`src/rtl/seg_pkg.sv`:
```
// Shared constants for the seven-segment scanner: segment bit order, hex glyph table, clog2.
// Pure declarations; no timing or flow control.
package seg_pkg;

    localparam logic [6:0] SEG_OFF = 7'h7F;

    // Bit positions within the active-low {g,f,e,d,c,b,a} segment word
    localparam int SEG_A = 0;
    localparam int SEG_B = 1;
    localparam int SEG_C = 2;
    localparam int SEG_D = 3;
    localparam int SEG_E = 4;
    localparam int SEG_F = 5;
    localparam int SEG_G = 6;

    localparam logic [6:0] HEX_SEG [16] = '{
        7'h40, 7'h79, 7'h24, 7'h30, 7'h19, 7'h12, 7'h02, 7'h78,
        7'h00, 7'h10, 7'h08, 7'h03, 7'h46, 7'h21, 7'h06, 7'h0E
    };

    function automatic int clog2(input int n);
        int r;
        r = 1;
        for (int i = 1; i < 31; i++) begin
            if ((1 << i) < n) r = i + 1;
        end
        return r;
    endfunction

endpackage

```
`src/rtl/hex_to_seg.sv`:
```
// Nibble to active-low seven-segment glyph.
// Combinational, zero latency; no backpressure.
module hex_to_seg
    import seg_pkg::*;
(
    input  logic [3:0] nibble,
    output logic [6:0] seg
);

    assign seg = HEX_SEG[nibble];

endmodule

```
`src/rtl/seg_scan_mux.sv`:
```
// Multiplexed seven-segment scanner: prescaler, enable-mask skip, leading-zero blank, PWM, ghost guard.
// All pin outputs registered (1 cycle); free-running, no backpressure.
module seg_scan_mux
    import seg_pkg::*;
#(
    parameter int NUM_DIGITS   = 8,
    parameter int TICK_DIV     = 100000,
    parameter int BLANK_CYCLES = 16,
    parameter int BRIGHT_W     = 4
)(
    input  logic                          clock,
    input  logic                          reset,
    input  logic [4*NUM_DIGITS-1:0]       digits,
    input  logic [NUM_DIGITS-1:0]         dp_in,
    input  logic [NUM_DIGITS-1:0]         digit_en,
    input  logic                          lzb,
    input  logic [BRIGHT_W-1:0]           brightness,
    output logic [NUM_DIGITS-1:0]         Anode,
    output logic [6:0]                    Cathode,
    output logic                          dp_n,
    output logic [clog2(NUM_DIGITS)-1:0]  digit_sel,
    output logic                          scan_tick
);

    localparam int SEL_W = clog2(NUM_DIGITS);
    localparam int CNT_W = clog2(TICK_DIV);
    localparam logic [CNT_W-1:0] LAST_CNT = CNT_W'(TICK_DIV - 1);

    logic [CNT_W-1:0]      slot_cnt;
    logic [SEL_W-1:0]      next_sel;
    logic [SEL_W:0]        cand;
    logic [NUM_DIGITS-1:0] blank_mask;
    logic [3:0]            cur_nibble;
    logic [6:0]            cur_seg;
    logic                  guard_done;
    logic                  pwm_on;
    logic                  lit;

    assign scan_tick = (slot_cnt == LAST_CNT);

    // Digit i is blanked when it and every digit above it are zero; digit 0 always shows.
    assign blank_mask[0] = 1'b0;
    for (genvar i = 1; i < NUM_DIGITS; i++) begin : g_lzb
        assign blank_mask[i] = lzb && (digits[4*NUM_DIGITS-1:4*i] == '0);
    end

    // Cyclic search upward from the current digit; the smallest step that hits an
    // enabled digit wins, and step NUM_DIGITS lands back on the current digit.
    always_comb begin
        next_sel = digit_sel;
        cand     = '0;
        for (int k = NUM_DIGITS; k >= 1; k--) begin
            cand = {1'b0, digit_sel} + (SEL_W+1)'(k);
            if (cand >= (SEL_W+1)'(NUM_DIGITS)) cand = cand - (SEL_W+1)'(NUM_DIGITS);
            if (digit_en[cand[SEL_W-1:0]]) next_sel = cand[SEL_W-1:0];
        end
    end

    assign cur_nibble = digits[{digit_sel, 2'b00} +: 4];

    hex_to_seg u_hex_to_seg (
        .nibble (cur_nibble),
        .seg    (cur_seg)
    );

    assign guard_done = int'(slot_cnt) >= BLANK_CYCLES;
    assign pwm_on     = (&brightness) || (slot_cnt[BRIGHT_W-1:0] < brightness);
    assign lit        = digit_en[digit_sel] && guard_done && pwm_on;

    always_ff @(posedge clock) begin
        if (reset) begin
            slot_cnt  <= '0;
            digit_sel <= '0;
            Anode     <= '1;
            Cathode   <= SEG_OFF;
            dp_n      <= 1'b1;
        end else begin
            slot_cnt <= scan_tick ? '0 : slot_cnt + CNT_W'(1);
            if (scan_tick) digit_sel <= next_sel;
            Anode    <= lit ? ~(NUM_DIGITS'(1) << digit_sel) : '1;
            Cathode  <= blank_mask[digit_sel] ? SEG_OFF : cur_seg;
            dp_n     <= ~dp_in[digit_sel];
        end
    end

endmodule

```
`config.mk`:
```
export PLATFORM = sky130hd
export DESIGN_NAME = seg_scan_mux
export DESIGN_NICKNAME = d
export VERILOG_FILES = /design/src/rtl/seg_pkg.sv /design/src/rtl/hex_to_seg.sv /design/src/rtl/seg_scan_mux.sv
export SDC_FILE = /design/constraint.sdc
export NUM_CORES = 1
export LEC_CHECK = 0
export CORE_MARGIN = 3
export CORE_UTILIZATION = 53
export DETAILED_ROUTE_END_ITERATION = 12
export PLACE_DENSITY = 0.86
export SETUP_SLACK_MARGIN = 0.05
export SYNTH_ARGS = -nofsm -noshare
export SYNTH_HDL_FRONTEND = slang
export SYNTH_SLANG_ARGS = --single-unit
```
`constraint.sdc`:
```
create_clock -name clock -period 4.7 [get_ports clock]
set_input_delay 1.175 -clock clock [delete_from_list [all_inputs] [get_ports clock]]
set_output_delay 1.175 -clock clock [all_outputs]
set_load 0.05 [all_outputs]
```
==> reports/metrics.cfg <==
[pwr]
p_leak_nw=1.414
p_comb_frac=0.210
seq_power_share=0.427
p_switching_mw=0.1918
switching_share=0.2575
vdd_drop_max_uv=159.0
p_per_area_nw_per_um2=200.6
finalPower_mw=0.7448
p_int_mw=0.5531
pwr-share-clk=0.364

[sta]
drv_slew=0
holdWs_ns=0.5170
post-route-period-util=0.8046
slew_headroom=0.4316
fmax_mhz=264.4
final_hold_viol_count=0
finClkSkew_ns=0.006462
tightest_slew_ns=0.8288
setup_violations=0
tns_ns=0
rsz0062_at_grt=no
post-route-min-period_ns=3.782

[synth]
avgSynthCellArea_um2=9.471
synth_area_um2=2860
synth_edf_count=0
yosysUniqueCellTypes=54
ys_seq_area_frac=0.2520
syn-instance-count=302
yosys_warnings=0
synthArstFlopShare=0
synth_ff_type=dfxtp_1
ys_ff_latch=36
syn_nets=375

[layout]
nNetsFinal=446
area_growth_syn_to_layout_pct=29.83
fin_area_um2=3714
diodes=0
fin_util=0.7179
fillCellCount=383
drive_gt1_frac=0.09626

[routing]
firstDrtPassIters=4
drt_drc_violations_left=0
vias=2651
postRouteAntennaNets=0
routed_wl_um=7081
drt-initial-drc-count=211
viasPerCell=5.971
avgRoutedWirePerCell_um=15.95

[die]
die_w_um=79.46
coreArea_um2=5172
ios=75
start_util=0.5530
die_h_um=79.46
die_area_um2=6314
row_count=26

[cts]
cts_tree=yes
cts_buffers=5
ctsResizeCount=0
cts-htree-levels=2
cts_num_sinks=36
cts_setup_buffers=0
path_clk_slew_ns=0.07
ctsLongestPathBuffers=2
clk-insertion-delay-late_ns=0.29
cts_root_buffer=clkbuf_8
cts_hold_buf=0

[worst_hold_path]
min_path_type=register to register

[placement]
place.port_buffers=74
hpwl_um=5468
postPlaceCellArea_um2=3602
gp_congestion=0.9090

[critical_path]
critPathArrivalTime_ns=2.61
start_kind=register
cp-end-kind=output pin
path_max_fanout=7
cp.required_ns=3.52
path_class=register to output pin

[global_routing]
grt_antenna_before_repair=0
grt_pass1_vias=2492
overflow=0
grt_max_degree=35
grt.total_usage=0.2330
grt_pass1_wl_um=11710

[outcome]
status=finished, final reports clean

[flow_run]
max-cap-violations=0

[critical path, stage by stage, from the launching register on]
cell,delay [ns]
dfxtp_1,0.45
ha_1,0.35
nand4_1,0.13
nor4_1,0.47
clkdlybuf4s50_1,0.90
[metrics by stage]
stage,setup slack [ns],std cells
3_3_place_gp,1.169,436
5_1_grt,0.7216,444
2_1_floorplan,1.027,302
4_1_cts,0.9106,444
3_5_place_dp,1.062,436
6_report,0.9185,444
[worst paths after layout]
kind,to,start,cells past startpoint,slack [ns]
min reg2reg,slot_cnt[0]$_SDFF_PP0_,slot_cnt[0]$_SDFF_PP0_,1,0.52
max,scan_tick,slot_cnt[1]$_SDFF_PP0_,4,0.92
min,slot_cnt[0]$_SDFF_PP0_,slot_cnt[0]$_SDFF_PP0_,1,0.52
max reg2reg,digit_sel[0]$_SDFFE_PP0P_,digit_sel[0]$_SDFFE_PP0P_,8,1.12
[kinds of logic after synthesis]
kind of cell | count (synthesis) | synth area share
buf+inv | 29 | 0.05905
fa+ha+maj | 18 | 0.07874
compound gates | 61 | 0.1448
mux | 33 | 0.2209
xor+xnor | 16 | 0.04899
flops | 36 | 0.2520
simple gates | 109 | 0.1955
[flip-flops by register name (all words and copies together), names as in the netlist]
name       cells
dp_n           1
Anode          8
Cathode        7
digit_sel      3
slot_cnt      17
[placed cells by master, fill, tap and decap left out, drive strengths merged, types with 2 or more instances in the layout]
master         Yosys  layout
a2111oi            3       3
a21o               6       6
a21oi             15      15
a221oi             2       2
a41oi              2       2
and2               5       5
and3               5       5
buf                5       3
clkbuf             8       5
clkdlybuf4s50      0      74
clkinv             1       2
dfxtp             36      36
ha                18      18
inv               15      15
mux2               4       4
mux2i              8       8
mux4              21      21
nand2             22      22
nand2b             4       4
nand3             18      18
nand4              5       5
nor2              22      22
nor2b              3       3
nor3               4       4
nor4              12      12
o211ai             4       4
o21ai             16      16
o221ai             3       3
o31ai              2       2
or2                2       2
or3                2       2
or4                2       2
xnor2              5       5
xor2              11      11
[per-layer routing]
layer / part of all wire / vias up / global-route usage
li1: - / 1286 / -
met1: 0.42 / 1259 / 0.2997
met2: 0.51 / 92 / 0.3932
met3: 0.051 / 14 / 0.03612
met4: 0.019 / 0 / 0.08591
met5: 0 / - / 0
[cell usage after synthesis, types with 2 or more instances]
library cell / count / area (um2)
a2111oi_0: 2 / 17.52
a21o_1: 6 / 45.04
a21oi_1: 14 / 70.07
a221oi_1: 2 / 17.52
a41oi_1: 2 / 17.52
and2_1: 4 / 25.02
and3_1: 5 / 31.28
buf_6: 3 / 33.78
clkbuf_1: 6 / 22.52
clkbuf_8: 2 / 27.53
dfxtp_1: 36 / 720.7
ha_1: 18 / 225.2
inv_1: 15 / 56.30
mux2_2: 4 / 45.04
mux2i_1: 7 / 70.07
mux4_1: 8 / 210.2
mux4_2: 13 / 292.8
nand2_1: 22 / 82.58
nand2b_1: 4 / 25.02
nand3_1: 18 / 90.09
nand4_1: 5 / 31.28
nor2_1: 22 / 82.58
nor2b_1: 3 / 18.77
nor3_1: 4 / 20.02
nor4_1: 12 / 75.07
o211ai_1: 4 / 30.03
o21ai_0: 15 / 75.07
o221ai_1: 3 / 26.28
o31ai_1: 2 / 15.01
or2_2: 2 / 12.51
or4_1: 2 / 15.01
xnor2_1: 5 / 43.79
xor2_1: 11 / 96.34
[power by group through the flow]
stage               logic [mW]  registers [mW]  clock network (mW)
floorplan               0.0596           0.344                   0
global placement         0.151           0.324                   0
detailed placement       0.155           0.325                   0
CTS                      0.156           0.318               0.274
global route             0.167           0.319               0.289
finish                   0.156           0.318               0.271
[final cells by class]
cell class,count,area [um2],share of cell area
clock inverter,3,42.54,0.01146
clock buffer,5,68.82,0.01853
sequential,36,720.7,0.1941
multi-input combinational,237,1971,0.5307
inverter,16,60.06,0.01617
timing repair buffer,77,763.2,0.2055
tap,70,87.58,0.02358
(Power assumes the default switching activity.)
